$ cat src/rtl/adc_pipe_if.sv
// ---------------------------------------------------------------------------
// adc_pipe_if
// Purpose : Bundles the operand-side and result-side valid/ready handshakes of
//           the pipelined add/subtract-with-carry unit.
// Signals : in_valid/in_ready, a, b, c0, sub   operand beat (upstream -> unit)
//           out_valid/out_ready, s, ovf, zero  result beat (unit -> downstream)
// Modports: slave  - the arithmetic unit itself
//           master - whoever drives operands and consumes results
// ---------------------------------------------------------------------------
interface adc_pipe_if #(
  parameter int WIDTH = 32
);
  logic             in_valid;
  logic             in_ready;
  logic [WIDTH-1:0] a;
  logic [WIDTH-1:0] b;
  logic             c0;
  logic             sub;
  logic             out_valid;
  logic             out_ready;
  logic [WIDTH:0]   s;
  logic             ovf;
  logic             zero;

  modport slave (
    input  in_valid, a, b, c0, sub, out_ready,
    output in_ready, out_valid, s, ovf, zero
  );

  modport master (
    output in_valid, a, b, c0, sub, out_ready,
    input  in_ready, out_valid, s, ovf, zero
  );
endinterface

$ cat src/rtl/adc_pipe.sv
// ---------------------------------------------------------------------------
// adc_pipe
// Purpose : Pipelined add/subtract-with-carry. Computes a + b + c0 or
//           a - b - c0, splitting the WIDTH-bit carry chain into STAGES equal
//           chunks so that each clock resolves one chunk of the sum.
// Ports   : clk    rising-edge clock
//           rst_n  asynchronous active-low reset
//           bus    adc_pipe_if.slave
//                    in_valid/in_ready/a/b/c0/sub   operand beat
//                    out_valid/out_ready            result handshake
//                    s[WIDTH]   final carry (sub: 1 = no borrow)
//                    s[W-1:0]   sum
//                    ovf        signed overflow
//                    zero       sum is all zeros
// Latency : STAGES cycles (result visible after edge N+STAGES-1 for a beat
//           accepted at edge N); throughput one beat per cycle.
// ---------------------------------------------------------------------------
module adc_pipe #(
  parameter int WIDTH  = 32,
  parameter int STAGES = 4
) (
  input logic       clk,
  input logic       rst_n,
  adc_pipe_if.slave bus
);

  localparam int CW   = WIDTH / STAGES;
  localparam int LAST = STAGES - 1;

  // Per-stage registered state: valid bit, forwarded operands, partial sum
  // with the chunks resolved so far, and the carry into the next chunk.
  logic             validQ [STAGES];
  logic             validD [STAGES];
  logic [WIDTH-1:0] aQ     [STAGES];
  logic [WIDTH-1:0] aD     [STAGES];
  logic [WIDTH-1:0] bQ     [STAGES];
  logic [WIDTH-1:0] bD     [STAGES];
  logic [WIDTH-1:0] sumQ   [STAGES];
  logic [WIDTH-1:0] sumD   [STAGES];
  logic             carryQ [STAGES];
  logic             carryD [STAGES];
  logic             ovfQ;
  logic             ovfD;
  logic             zeroQ;
  logic             zeroD;

  // What each stage sees as its input: stage 0 sees the prepared operands,
  // every later stage sees the registers of the stage before it.
  logic             srcValid [STAGES];
  logic [WIDTH-1:0] srcA     [STAGES];
  logic [WIDTH-1:0] srcB     [STAGES];
  logic [WIDTH-1:0] srcSum   [STAGES];
  logic             srcCarry [STAGES];
  logic [CW:0]      chunk;

  logic adv;

  // The whole pipe moves as one: it advances whenever the output slot is
  // empty or being drained, and otherwise every stage holds.
  assign adv = ~validQ[LAST] | bus.out_ready;

  // Operand prep folds subtraction into addition (a + ~b + ~c0), then each
  // stage resolves its own chunk of the carry chain and forwards the rest.
  // Flags are derived from the final stage's sum as it is being registered.
  always_comb begin
    srcValid[0] = bus.in_valid;
    srcA[0]     = bus.a;
    srcB[0]     = bus.sub ? ~bus.b : bus.b;
    srcSum[0]   = '0;
    srcCarry[0] = bus.c0 ^ bus.sub;
    for (int k = 1; k < STAGES; k++) begin
      srcValid[k] = validQ[k-1];
      srcA[k]     = aQ[k-1];
      srcB[k]     = bQ[k-1];
      srcSum[k]   = sumQ[k-1];
      srcCarry[k] = carryQ[k-1];
    end

    chunk = '0;
    for (int k = 0; k < STAGES; k++) begin
      chunk = {1'b0, srcA[k][k*CW +: CW]}
            + {1'b0, srcB[k][k*CW +: CW]}
            + {{CW{1'b0}}, srcCarry[k]};
      validD[k]              = srcValid[k];
      aD[k]                  = srcA[k];
      bD[k]                  = srcB[k];
      sumD[k]                = srcSum[k];
      sumD[k][k*CW +: CW]    = chunk[CW-1:0];
      carryD[k]              = chunk[CW];
    end

    ovfD  = (srcA[LAST][WIDTH-1] == srcB[LAST][WIDTH-1]) &
            (sumD[LAST][WIDTH-1] != srcA[LAST][WIDTH-1]);
    zeroD = ~|sumD[LAST];
  end

  // Pipeline registers. Reset clears every stage so in-flight beats vanish
  // and the visible result reads as zero; otherwise shift on advance.
  always_ff @(posedge clk or negedge rst_n) begin
    if (!rst_n) begin
      for (int k = 0; k < STAGES; k++) begin
        validQ[k] <= 1'b0;
        aQ[k]     <= '0;
        bQ[k]     <= '0;
        sumQ[k]   <= '0;
        carryQ[k] <= 1'b0;
      end
      ovfQ  <= 1'b0;
      zeroQ <= 1'b0;
    end else if (adv) begin
      for (int k = 0; k < STAGES; k++) begin
        validQ[k] <= validD[k];
        aQ[k]     <= aD[k];
        bQ[k]     <= bD[k];
        sumQ[k]   <= sumD[k];
        carryQ[k] <= carryD[k];
      end
      ovfQ  <= ovfD;
      zeroQ <= zeroD;
    end
  end

  assign bus.in_ready  = adv;
  assign bus.out_valid = validQ[LAST];
  assign bus.s         = {carryQ[LAST], sumQ[LAST]};
  assign bus.ovf       = ovfQ;
  assign bus.zero      = zeroQ;

endmodule
$ cat src/flat_wrapper.sv
// flat-port wrapper written by rule: the top's interface ports become plain ports
module adc_pipe_flat 
#(
  parameter int WIDTH  = 32,
  parameter int STAGES = 4
)
  (clk, rst_n, bus_in_valid, bus_a, bus_b, bus_c0, bus_sub, bus_out_ready, bus_in_ready, bus_out_valid, bus_s, bus_ovf, bus_zero);
  adc_pipe_if #(.WIDTH(WIDTH)) bus_i ();
  input logic clk;
  input logic rst_n;
  input wire logic [$bits(bus_i.in_valid)-1:0] bus_in_valid;
  input wire logic [$bits(bus_i.a)-1:0] bus_a;
  input wire logic [$bits(bus_i.b)-1:0] bus_b;
  input wire logic [$bits(bus_i.c0)-1:0] bus_c0;
  input wire logic [$bits(bus_i.sub)-1:0] bus_sub;
  input wire logic [$bits(bus_i.out_ready)-1:0] bus_out_ready;
  output wire logic [$bits(bus_i.in_ready)-1:0] bus_in_ready;
  output wire logic [$bits(bus_i.out_valid)-1:0] bus_out_valid;
  output wire logic [$bits(bus_i.s)-1:0] bus_s;
  output wire logic [$bits(bus_i.ovf)-1:0] bus_ovf;
  output wire logic [$bits(bus_i.zero)-1:0] bus_zero;
  assign bus_i.in_valid = bus_in_valid;
  assign bus_i.a = bus_a;
  assign bus_i.b = bus_b;
  assign bus_i.c0 = bus_c0;
  assign bus_i.sub = bus_sub;
  assign bus_i.out_ready = bus_out_ready;
  assign bus_in_ready = bus_i.in_ready;
  assign bus_out_valid = bus_i.out_valid;
  assign bus_s = bus_i.s;
  assign bus_ovf = bus_i.ovf;
  assign bus_zero = bus_i.zero;
  adc_pipe #(.WIDTH(WIDTH), .STAGES(STAGES)) u_core (.clk(clk), .rst_n(rst_n), .bus(bus_i));
endmodule
$ cat config.mk
export PLATFORM = sky130hd
export DESIGN_NAME = adc_pipe_flat
export DESIGN_NICKNAME = d
export VERILOG_FILES = /design/src/rtl/adc_pipe_if.sv /design/src/rtl/adc_pipe.sv /design/src/flat_wrapper.sv
export SDC_FILE = /design/constraint.sdc
export NUM_CORES = 1
export LEC_CHECK = 0
export CORE_ASPECT_RATIO = 0.5
export CORE_MARGIN = 2
export CORE_UTILIZATION = 30
export CTS_CLUSTER_SIZE = 8
export DETAILED_ROUTE_END_ITERATION = 12
export MAX_ROUTING_LAYER = met4
export PLACE_DENSITY_LB_ADDON = 0.12
export SLEW_MARGIN = 25
export SYNTH_ARGS = -nofsm -noshare
export SYNTH_HDL_FRONTEND = slang
export SYNTH_SLANG_ARGS = --single-unit
$ cat constraint.sdc
create_clock -name clk -period 4.9 [get_ports clk]
set_clock_uncertainty 0.1 [all_clocks]
set_input_delay 0.735 -clock clk [delete_from_list [all_inputs] [get_ports clk]]
set_output_delay 0.735 -clock clk [all_outputs]
set_load 0.02 [all_outputs]
==> impl_metrics.tcl, run 1 <==
set metrics [dict create \
    status "completed" \
    fin_hold_ws_ns 0.0753 \
    grt_max_degree 210 \
    dr.first_iter.drc_count 512 \
    seq_area_frac_synth_pct 55.1 \
    grt_first_pass_wirelength_um 33000 \
    synth.top_cell.area_share_pct 55.1 \
    cpPeakStageDelay_ns 0.45 \
    synthToLayoutAreaGrowth_pct 23.2 \
    drv_cap 0 \
    dieArea_um2 29600 \
    synth_ff_type "dfrtp_1" \
    slew_violations 0 \
    crit_family "adder cells" \
    place.gp.congestion 0.861 \
    place_ws_ns 1.47 \
    first_pass_iters 4 \
    crit_type "input pin to flip-flop" \
    ios 107 \
    hold_viol_final 0 \
    cp.arrival_ns 3.15 \
    synthTopCellsByArea "dfrtp_1 55%, nand2_1 19%, ha_1 4.1%" \
    fp.dieW_um 241 \
    wl_per_cell_um 14.1 \
    path_buf_inv 1 \
    crit_cells 10 \
    postSynthCellCount 929 \
    clkLatencyLatePin_ns 0.44 \
    die_h_um 123 \
    clkSinkCount 186 \
    async_flop_share_pct 100 \
    rsz0062_at_grt "no" \
    viasPerCell 4.35 \
    drtAntennaViolNets 0 \
    htree_levels 4 \
    fp-row-count 43 \
    rrSetupSlack_ns 2.38 \
    crit_path_max_fanout 3 \
    placement.io_buffers 106 \
    nets 1121 \
    diodes 0 \
    coreArea_um2 27700 \
    synth_area_leader_cell "dfrtp_1" \
    post_cts_buffers 0 \
    synth_seq_cells 186 \
    r2r-start "u_core.bD[24]" \
    cts_hold_buf 0 \
    synth-edff-count 0 \
    power.density_nw_per_um2 638 \
    worstPathRequired_ns 5.09 \
    yosysWarnings 0 \
    cp_cell_sequence "clkdlybuf4s50_1, xor2_1, fa_1, fa_1, a21o_1, a21oi_1, o21ai_1, and3b_1, o21ai_1, a31oi_1" \
    r2r-end "u_core.bus.zero" \
    drive_gt1_share_pct 3.52 \
    worst_setup_path_start_kind "input pin" \
    min_period_ns 2.96 \
    p_leak_nw 4.97 \
    cts_made_buffers 17 \
    r2r_cells 10 \
    cts.clk_slew.worst_paths_ns 0.06 \
    critPathSlowestCell "fa_1" \
    cts_tree "yes" \
    finalSetupViolCount 0 \
    cts_buffer_depth 2 \
    drc 0 \
    max-vdd-ir-drop_uv 379 \
    fin_tns_setup_ns 0 \
    period_share_pct 60.4 \
    vias 6112 \
    cts_root_buffer "clkbuf_16" \
    grt-ovfl-total 0 \
    synthDistinctLibCells 38 \
    fmax_mhz 338 \
    ctsResizeCount 0 \
    start_util_pct 30.5 \
    synthesis.area_um2 8450 \
    syn-num-nets 1035 \
    wl_um 19800 \
    nFillCells 2855 \
    tightest_slew_ns 0.865 \
    dp_hpwl_um 13100 \
    utilization_pct 37.6 \
    avgSynthCellArea_um2 9.10 \
    end_kind "flip-flop" \
    hold_path.class "input pin to asynchronous set/reset pin" \
    track_usage_pct 15.0 \
    grt_pass1_vias 6277 \
    layout_setup_ws_ns 1.94 \
    antenna_found_initial 0 \
    slew_headroom_pct 42.4 \
]
[state kept, by name, summed over array words and instances (netlist names)]
register	flops
u_core.aD	48
u_core.bD	48
u_core.bus.out_valid	1
u_core.bus.ovf	1
u_core.bus.s	33
u_core.bus.zero	1
u_core.carryQ	3
u_core.srcSum	48
u_core.srcValid	3
[worst max path at each step]
stage               slack, ns                 to     start
floorplan                1.63   u_core.carryQ[3]   bus_sub
global placement         1.51   u_core.carryQ[3]  bus_b[0]
detailed placement       1.47  u_core.srcSum[70]  bus_b[0]
CTS                      1.96  u_core.srcSum[70]  bus_b[0]
global route             1.85  u_core.srcSum[70]  bus_b[0]
finish                   1.94   u_core.carryQ[3]  bus_b[0]
[through the flow]
stage               instances  instance area, um^2  power, mW
finish                   1406                10400       6.65
detailed placement       1377                 9840       5.37
global route             1406                10400       7.24
floorplan                 929                 8450       4.42
global placement         1377                 9840       5.32
CTS                      1405                10400       6.76
[kinds of logic (layout without fill, tap and decap cells)]
kind of cell    after synthesis  count (layout)  synth area share [%]
compound gates              106             106                  7.59
xor+xnor                     49              49                  5.08
fa+ha+maj                    36              36                  6.04
buf+inv                      68             163                  3.67
flops                       186             186                  55.1
mux                           1               1                 0.133
simple gates                483             483                  22.4
[per-layer routing]
metal | track usage [%] | vias to the layer above | routed length (um)
li1 | - | 3131 | -
met1 | 20.4 | 2898 | 10300
met2 | 22.2 | 63 | 8650
met3 | 3.46 | 20 | 596
met4 | 4.40 | 0 | 280
met5 | - | - | 0
[Yosys cell counts, drive strengths merged, types with 7 or more instances]
| cell | count |
|---|---|
| a21oi | 16 |
| buf | 21 |
| clkbuf | 24 |
| dfrtp | 186 |
| fa | 8 |
| ha | 28 |
| inv | 23 |
| nand2 | 422 |
| nor2 | 28 |
| nor3 | 10 |
| o21a | 7 |
| o21ai | 49 |
| o31ai | 11 |
| xnor2 | 36 |
| xor2 | 13 |
[power breakdown]
group	switching (mW)	internal, mW
combinational	1.50	1.13
clock	0.564	0.780
sequential	0.446	2.22
[area by class of cell]
cell class	instances	area [um^2]	share of cell area [%]
clock buffers	25	485	4.66
repair buffers	112	1150	11.1
clock inverters	3	65.1	0.625
flip-flops and latches	186	4650	44.7
well taps	382	478	4.59
multi-input cells	675	3490	33.5
inverters	23	88.8	0.853
[cells in the final DEF (no fill, tap or decap), types with 3 or more instances in the layout]
cell type	count
nand2_1	422
nor2b_1	3
and3b_1	3
buf_4	3
xor2_1	13
a211oi_1	4
a21o_1	4
nand4_1	3
o31ai_1	11
o21a_1	7
a31oi_1	4
clkbuf_16	17
dfrtp_1	186
o21ai_1	20
clkbuf_8	3
nor4_1	5
inv_1	22
nor2_1	28
clkdlybuf4s50_1	104
ha_1	28
xnor2_1	36
a21oi_1	16
fa_1	8
nor3_1	10
o21ai_0	29
clkbuf_1	5
o21bai_1	6
Power figures use the tool's default switching activity.
==> run 2: changes to the inputs <==
==> constraint.sdc (replaced) <==
create_clock -name clk -period 2.5 [get_ports clk]
set_clock_uncertainty 0.1 [all_clocks]
set_input_delay 0.375 -clock clk [delete_from_list [all_inputs] [get_ports clk]]
set_output_delay 0.375 -clock clk [all_outputs]
set_load 0.02 [all_outputs]
==> run 2 against run 1 <==
  * Combinational power up 98%
  * Routed wire length shrank 1.1%
  * Hold slack better by 0.29 ns
  * Global-route usage shrank 0.14 points
  * Critical path type unchanged
==> impl_metrics.tcl, run 2 (synthesis gave the netlist of run 1 again) <==
set metrics [dict create \
    cpPeakStageDelay_ns 0.44 \
    start_util_pct 30.5 \
    cts_tree "yes" \
    dp_hpwl_um 13600 \
    synthToLayoutAreaGrowth_pct 24.9 \
    cp_cell_sequence "clkdlybuf4s50_1, xor2_2, fa_2, fa_2, a21o_1, a21oi_2, o21ai_1, and3b_1, o21ai_1, a31oi_1" \
    place.gp.congestion 0.855 \
    slew_violations 0 \
    antenna_found_initial 0 \
    rsz0062_at_grt "yes" \
    fp-row-count 43 \
    worst_setup_path_start_kind "input pin" \
    viasPerCell 4.34 \
    p_leak_nw 5.03 \
    dr.first_iter.drc_count 450 \
    power.density_nw_per_um2 1240 \
    crit_path_max_fanout 3 \
    status "completed" \
    worstPathRequired_ns 2.71 \
    crit_type "input pin to flip-flop" \
    path_buf_inv 1 \
    vias 6145 \
    nets 1130 \
    drtAntennaViolNets 0 \
    layout.cells.non_filler 1417 \
    hold_path.class "input pin to asynchronous set/reset pin" \
    dp_cells 1386 \
    grt-ovfl-total 0 \
    clkLatencyLatePin_ns 0.44 \
    hold_viol_final 0 \
    grtUsageMet2_pct 21.3 \
    first_pass_iters 4 \
    met1_usage_pct 20.7 \
    period_share_pct 94.3 \
    power_frac_seq_pct 40.1 \
    die_h_um 123 \
    wl_um 19600 \
    min_period_ns 2.36 \
    cts.clk_slew.worst_paths_ns 0.06 \
    placement.io_buffers 106 \
    power_mw 13.1 \
    dieArea_um2 29600 \
    drc 0 \
    cts_made_buffers 17 \
    rrSetupSlack_ns 0.16 \
    track_usage_pct 14.8 \
    p_switching_mw 4.96 \
    crit_family "adder cells" \
    grt_first_pass_wirelength_um 32400 \
    max-vdd-ir-drop_uv 560 \
    final-seq-area_um2 4650 \
    nFillCells 2835 \
    tightest_slew_ns 0.568 \
    cp.arrival_ns 2.57 \
    cts_buffer_depth 2 \
    finalSetupViolCount 0 \
    p_int_mw 8.15 \
    diodes 0 \
    htree_levels 4 \
    ios 107 \
    grt_pass1_vias 6052 \
    fin_hold_ws_ns 0.363 \
    cts_root_buffer "clkbuf_16" \
    use_met3_pct 3.33 \
    slew_headroom_pct 61.8 \
    clkSinkCount 186 \
    sw_frac_of_total_pct 37.8 \
    clock_power_share_pct 20.1 \
    end_kind "flip-flop" \
    fp.dieW_um 241 \
    coreArea_um2 27700 \
    multi_input_area_um2 3530 \
    critPathSlowestCell "clkdlybuf4s50_1" \
    final_cell_mix "422 x nand2_1, 186 x dfrtp_1, 104 x clkdlybuf4s50_1, 36 x xnor2_1, 29 x o21ai_0" \
    comb_power_share_pct 39.7 \
    drive_gt1_share_pct 5.41 \
    drv_cap 0 \
    final_common_cell "nand2_1" \
    wl_per_cell_um 13.8 \
    fmax_mhz 424 \
    grt.busiest_layer "met2" \
    grt_max_degree 129 \
]
-- run 2: cell count changes in the layout (fill, tap and decap cells not counted), moves of 2 or more --
cell,previous run,this run
fa_2,0,2
fa_1,8,6
a21oi_1,16,12
buf_4,3,8
clkbuf_1,5,3
a21oi_2,0,4
buf_12,2,6
clkinv_2,1,4
-- run 2: path summary, 6_finish.rpt --
check | from | endpoint | cells past startpoint
setup reg to reg | u_core.carryQ[1] | u_core.bus.zero | 10
min in group clk | u_core.bus.s[3] | u_core.bus.s[3] | 2
hold reg to reg | u_core.bus.s[3] | u_core.bus.s[3] | 2
hold / removal | rst_n | u_core.srcValid[2] | 2
setup / recovery | bus_b[0] | u_core.carryQ[3] | 10
max in group asynchronous | rst_n | u_core.srcSum[32] | 3
-- run 2: power by group through the flow --
stage / sequential [mW] / combinational [mW] / clock, mW
floorplan: 5.32 / 3.35 / 0
global placement: 5.32 / 5.16 / 0
detailed placement: 5.34 / 5.24 / 0
CTS: 5.29 / 5.26 / 2.75
global route: 5.43 / 5.97 / 2.87
finish: 5.26 / 5.21 / 2.64
-- run 2: repair_timing --
action	CTS	global route
setup buffers	0	0
setup endpoints to repair	0	4
hold buffers	1	0
endpoints found under the hold margin	60	0
resized for setup	0	4
-- run 2: metrics by stage --
stage	worst slack [ns]	cell area, um^2	util, %	setup TNS, ns
final	0.143	10600	38.1	0
after global routing	-0.00657	10600	38.1	-0.00657
after CTS	0.0431	10500	38.0	0
after detailed placement	-0.293	9970	36.0	-0.830
after global placement	-0.277	9970	36.0	-0.707
after floorplan	-0.0541	8510	-	-0.0779
-- run 2: layout make-up --
class / count / share of cell area [%]
multi-input combinational: 675 / 33.4
timing repair buffer: 121 / 11.8
tap: 382 / 4.53
sequential: 186 / 44.1
inverter: 23 / 0.841
clock inverter: 8 / 0.913
clock buffer: 22 / 4.40
-- run 2: layer usage --
layer	part of all wire, %	up-vias
met5	0	-
met4	1.1	0
met3	2.4	11
met2	44	54
met1	52	2927
li1	-	3153
